`config.mk`:
```
export PLATFORM = sky130hd
export DESIGN_NAME = uart_bus_master
export DESIGN_NICKNAME = d
export VERILOG_FILES = /design/src/rtl/uart_bus_master.sv
export SDC_FILE = /design/constraint.sdc
export NUM_CORES = 1
export LEC_CHECK = 0
export BUFFER_PORTS_ARGS = -buffer_cell sky130_fd_sc_hd__buf_2
export CAP_MARGIN = 25
export CORE_MARGIN = 2
export CORE_UTILIZATION = 55
export DETAILED_ROUTE_END_ITERATION = 7
export GPL_TIMING_DRIVEN = 0
export PLACE_DENSITY = 0.8
export SLEW_MARGIN = 20
export SYNTH_ARGS = -nofsm -noshare
export SYNTH_HDL_FRONTEND = slang
export SYNTH_SLANG_ARGS = --single-unit
```
`constraint.sdc`:
```
create_clock -name clk -period 2.5 [get_ports clk]
set_input_delay 0.125 -clock clk [delete_from_list [all_inputs] [get_ports clk]]
set_output_delay 0.125 -clock clk [all_outputs]
set_load 0.02 [all_outputs]
```
`src/rtl/uart_bus_master.sv`:
```
// UART command initiator: parses 'W'/'R' frames from the receive byte stream,
// performs one 32-bit bus access per frame and streams the response bytes back.
//
// state  | meaning
// -------+------------------------------------------------------------
// IDLE   | waiting for a command byte; other bytes are dropped
// ADDR   | collecting 4 address bytes, MSB first
// DATA   | collecting 4 write-data bytes, MSB first
// ACCESS | single-cycle bus strobe
// WAIT   | counting read latency until bus_din is valid
// RESP   | offering response bytes to the transmit FIFO
module uart_bus_master #(
  parameter int READ_LATENCY = 1,
  parameter int TIMEOUT      = 1000000
) (
  input  logic        clk,
  input  logic        rst,
  input  logic        s_valid,
  input  logic [7:0]  s_data,
  output logic        s_ready,
  output logic        m_valid,
  output logic [7:0]  m_data,
  input  logic        m_ready,
  output logic [31:0] bus_addr,
  output logic [31:0] bus_dout,
  output logic [3:0]  bus_we,
  output logic        bus_en,
  input  logic [31:0] bus_din
);

  localparam logic [7:0]  CMD_WRITE = 8'h57;
  localparam logic [7:0]  CMD_READ  = 8'h52;
  localparam logic [7:0]  RESP_OK   = 8'h4B;
  localparam logic [23:0] TO_LAST   = 24'(TIMEOUT - 1);
  localparam logic [3:0]  LAT_LOAD  = 4'(READ_LATENCY - 1);

  typedef enum logic [2:0] {
    IDLE,
    ADDR,
    DATA,
    ACCESS,
    WAIT,
    RESP
  } stateT;

  stateT       state;
  stateT       stateNext;
  logic        isWrite;
  logic [1:0]  byteCnt;
  logic [23:0] toCnt;
  logic [3:0]  latCnt;
  logic [31:0] respReg;
  logic [2:0]  respCnt;
  logic        isCmd;

  assign isCmd = (s_data == CMD_WRITE) || (s_data == CMD_READ);

  // State register.
  always_ff @(posedge clk) begin
    if (rst) begin
      state <= IDLE;
    end else begin
      state <= stateNext;
    end
  end

  // Next-state decode and handshake/bus outputs; everything is forced quiet during reset.
  always_comb begin
    stateNext = state;
    s_ready   = 1'b0;
    m_valid   = 1'b0;
    m_data    = 8'h00;
    bus_en    = 1'b0;
    bus_we    = 4'h0;
    if (!rst) begin
      case (state)
        IDLE: begin
          s_ready = 1'b1;
          if (s_valid && isCmd) begin
            stateNext = ADDR;
          end
        end
        ADDR: begin
          s_ready = 1'b1;
          if (s_valid) begin
            if (byteCnt == 2'd3) begin
              stateNext = isWrite ? DATA : ACCESS;
            end
          end else if (toCnt == TO_LAST) begin
            stateNext = IDLE;
          end
        end
        DATA: begin
          s_ready = 1'b1;
          if (s_valid) begin
            if (byteCnt == 2'd3) begin
              stateNext = ACCESS;
            end
          end else if (toCnt == TO_LAST) begin
            stateNext = IDLE;
          end
        end
        ACCESS: begin
          bus_en    = 1'b1;
          bus_we    = isWrite ? 4'hF : 4'h0;
          stateNext = isWrite ? RESP : WAIT;
        end
        WAIT: begin
          if (latCnt == 4'd0) begin
            stateNext = RESP;
          end
        end
        RESP: begin
          m_valid = 1'b1;
          m_data  = respReg[31:24];
          if (m_ready && (respCnt == 3'd1)) begin
            stateNext = IDLE;
          end
        end
        default: stateNext = IDLE;
      endcase
    end
  end

  // Datapath: field shifting, inter-byte timeout, read latency and response shifter.
  always_ff @(posedge clk) begin
    if (rst) begin
      isWrite  <= 1'b0;
      byteCnt  <= 2'd0;
      toCnt    <= 24'd0;
      latCnt   <= 4'd0;
      respReg  <= 32'd0;
      respCnt  <= 3'd0;
      bus_addr <= 32'd0;
      bus_dout <= 32'd0;
    end else begin
      case (state)
        IDLE: begin
          if (s_valid && isCmd) begin
            isWrite <= (s_data == CMD_WRITE);
            byteCnt <= 2'd0;
            toCnt   <= 24'd0;
          end
        end
        ADDR: begin
          if (s_valid) begin
            bus_addr <= {bus_addr[23:0], s_data};
            byteCnt  <= byteCnt + 2'd1;
            toCnt    <= 24'd0;
          end else begin
            toCnt <= toCnt + 24'd1;
          end
        end
        DATA: begin
          if (s_valid) begin
            bus_dout <= {bus_dout[23:0], s_data};
            byteCnt  <= byteCnt + 2'd1;
            toCnt    <= 24'd0;
          end else begin
            toCnt <= toCnt + 24'd1;
          end
        end
        ACCESS: begin
          if (isWrite) begin
            respReg <= {RESP_OK, 24'h000000};
            respCnt <= 3'd1;
          end else begin
            latCnt <= LAT_LOAD;
          end
        end
        WAIT: begin
          if (latCnt == 4'd0) begin
            respReg <= bus_din;
            respCnt <= 3'd4;
          end else begin
            latCnt <= latCnt - 4'd1;
          end
        end
        RESP: begin
          if (m_ready) begin
            respReg <= {respReg[23:0], 8'h00};
            respCnt <= respCnt - 3'd1;
          end
        end
        default: begin
          respCnt <= 3'd0;
        end
      endcase
    end
  end

endmodule

```
==> summary.md <==
| Metric | Value |
|---|---|
| Status | finished clean |
| CP startpoint kind | flip-flop |
| DRC Markers | 0 |
| Number of fill cells | 817 |
| Crit share post-route | 90.5% |
| DRT antenna net count | 0 |
| Clock Latency Late Sink | 0.53 ns |
| Core ar. | 0.0103 mm2 |
| Synth area leader | dfxtp_1 |
| Slew margin rel. | 39.8% |
| Final Power | 5.21 mW |
| Final setup violation count | 0 |
| Port bufs | 121 |
| Vias | 5937 |
| Slew Limit Fails | 0 |
| Syn nets | 783 |
| Area post-placement | 0.00662 mm2 |
| Worst Hold Class | in -> reg |
| CTS tree | done |
| Initial Utilization | 56.6% |
| Fin Setup TNS | 0 ns |
| Synth cell types | 55 |
| Worst VDD drop | 514 uV |
| M1 wire length | 6.75 mm |
| Crit Path Class | reg -> out |
| Max Cap Viol | 0 |
| Synthesized area | 0.00585 mm2 |
| First-pass GRT wire length | 26.7 mm |
| Max FO, Critical Path | 19 |
| Post-DR wirelength/cell | 15.9 um |
| Arrival @ worst endpoint | 2.14 ns |
| Max Buffers Root-to-Sink | 2 |
| Reg-to-reg slack, setup | 0.29 ns |
| Area Growth Syn to Fin | 27.4% |
| Slew at the pin with the worst max-slew slack | 0.895 ns |
| Final Instance Area | 0.00744 mm2 |
| Post_cts resized | 0 |
| Pwr dens | 700 mW/mm2 |
| Met3 WL post-DR | 993 um |
| Clock-pin slew on the worst setup and hold paths | 0.06 ns |
| Fin nets | 944 |
| WHS Path Cells | 4 |
| Clk_skew | 0.0149 ns |
| Top routing layer in use | met4 |
| Final Hold Vio Count | 0 |
| WHS | 0.0396 ns |
| Yosys warning count | 0 |
| Largest net degree at the start of global routing | 20 |
| Sequential share of the synthesized area | 45.5% |
| Synth Register Bits | 133 |
| R2R Path Start | toCnt[0]$_SDFFE_PP0P_ |
| RSZ-0062 raised after global routing | no |
| Synth top area share | 45.5% |
| Clk sinks | 133 |
| Hpwl dp | 11.3 mm |
| Number of CTS-inserted buffers | 17 |
| R2R cell count | 6 |
| Synth area leaders | dfxtp_1 (46%), nand2_1 (11%), a21oi_1 (9.1%) |
| GPL Wtd Cong | 0.838 |
| HP Start | bus_din[19] |
| Number of core rows | 37 |
| Crit. End Element | output port |
| Final min period | 2.26 ns |
| Max H-tree Level | 4 |
| Fmax | 0.442 GHz |
| Num ports | 123 |
| DRT Wirelength | 16.6 mm |
| Die H | 107 um |
| WHS Endpoint | respReg[19]$_SDFFE_PP0P_ |
| Synth Area per Inst | 7.97 um2 |
| Post-Syn Instances | 733 |
| Root buffer cell | clkbuf_8 |
| Vias in the first global route | 5758 |
| Share of cells above drive strength 1 | 21.3% |
| Vias per cell | 5.69 |
| Die X | 107 um |
| Worst path required time | 2.38 ns |
| Tot GR Track Use | 29.1% |
| Antenna violations before repair | 0 |
| Pre-Repair DR Iteration Count | 6 |
| R2r endpoint | toCnt[18]$_SDFFE_PP0P_ |
| Metal2 WL | 8.34 mm |
| Drt initial violations | 461 |
| # diodes | 0 |
| Leak | 2.85 nW |
| Post-synth EDFFs | 0 |
| Die area | 0.0115 mm2 |
| FFs w/ async S/R, synth | 0% |
| Primary FF master, synth | dfxtp_1 |
| Gr ovfl total | 0 |
-- worst max-delay path, stage by stage (launching register included) --
cell and delay, ns:
dfxtp_1 0.31, buf_4 0.18, buf_2 0.38, nand3_1 0.12, nor3_1 0.31, buf_4 0.17
buf_2 0.15
-- layout make-up --
type | count | area [um2] | area share [%]
buffer | 53 | 238 | 3.19
clock buffer | 18 | 418 | 5.61
clock inverter | 14 | 189 | 2.54
inverter | 7 | 26.3 | 0.353
multi-input combinational | 539 | 2920 | 39.2
sequential | 133 | 2660 | 35.8
tap | 136 | 170 | 2.29
timing repair buffer | 143 | 826 | 11.1
-- report_power, final --
group	total [mW]	leakage, nW	internal (mW)	switching, mW
Combinational	0.486	1.49	0.193	0.293
Clock	2.57	0.291	1.55	1.02
Sequential	2.15	1.07	2.14	0.0139
Total	5.21	2.85	3.88	1.33
-- worst max path at each step --
stage	start	to	slack, ns	cells past startpoint
floorplan	state[0]$_SDFFE_PP0P_	bus_we[1]	0.41	6
global placement	state[0]$_SDFFE_PP0P_	bus_we[2]	0.44	7
detailed placement	toCnt[0]$_SDFFE_PP0P_	toCnt[18]$_SDFFE_PP0P_	0.34	6
CTS	state[0]$_SDFFE_PP0P_	bus_we[1]	0.20	6
global route	state[0]$_SDFFE_PP0P_	bus_we[1]	0.04	6
finish	state[0]$_SDFFE_PP0P_	bus_we[1]	0.24	6
-- flip-flops by register name (all words and copies together) (netlist names) --
name      flops
isWrite       1
toCnt        24
byteCnt       2
state         3
bus_addr     32
respCnt       3
bus_dout     32
latCnt        4
respReg      32
-- routing by layer --
metal,vias to the layer above,GRT usage [%]
met4,0,12.2
met5,-,0
met1,2795,33.8
li1,2857,-
met3,45,6.32
met2,240,51.4
-- logic make-up after synthesis --
logic type / count (synthesis) / synth area share, %
adders and majority gates: 6 / 1.28
buffers and inverters: 61 / 4.58
and+or+nand+nor: 332 / 25.9
DFF: 133 / 45.5
AOI/OAI and AO/OA: 164 / 16.0
muxes: 27 / 5.05
xor gates and xnor gates: 10 / 1.63
-- synthesized netlist by cell type, types with 6 or more instances --
cell,number
and2_1,11
inv_1,7
clkbuf_1,38
or4_1,7
nor4_1,6
nor2_1,40
buf_4,6
ha_1,6
buf_2,7
nor3_1,11
o21ai_0,16
dfxtp_1,133
nand3b_1,6
nand2b_1,8
xor2_1,7
mux2i_1,7
mux2_2,20
nand3_1,44
a21oi_1,106
nand2_1,175
-- cells in the final DEF, fill, tap and decap left out, types with 8 or more instances in the layout --
cell           netlist  routed
a21oi_1            106     106
and2_1              11      11
buf_2                7     128
clkbuf_1            38      39
clkbuf_16            0      16
dfxtp_1            133     133
dlygate4sd3_1        0      22
mux2_2              20      20
nand2_1            175     175
nand2b_1             8       8
nand3_1             44      44
nor2_1              40      40
nor3_1              11      11
o21ai_0             16      16
-- through the flow --
stage	cells	setup WS, ns	util, %
after floorplan	733	0.411	-
after global placement	990	0.439	64.1
after detailed placement	990	0.345	64.1
after CTS	1043	0.196	72.1
after global routing	1043	0.0391	72.1
final	1043	0.238	72.1
-- what timing repair did --
item	4_1_cts	5_1_grt
hold buffers	22	0
endpoints found under the hold margin	31	0
setup buffers	0	0
endpoints found under the setup margin	4	0
Power figures use the tool's default switching activity.
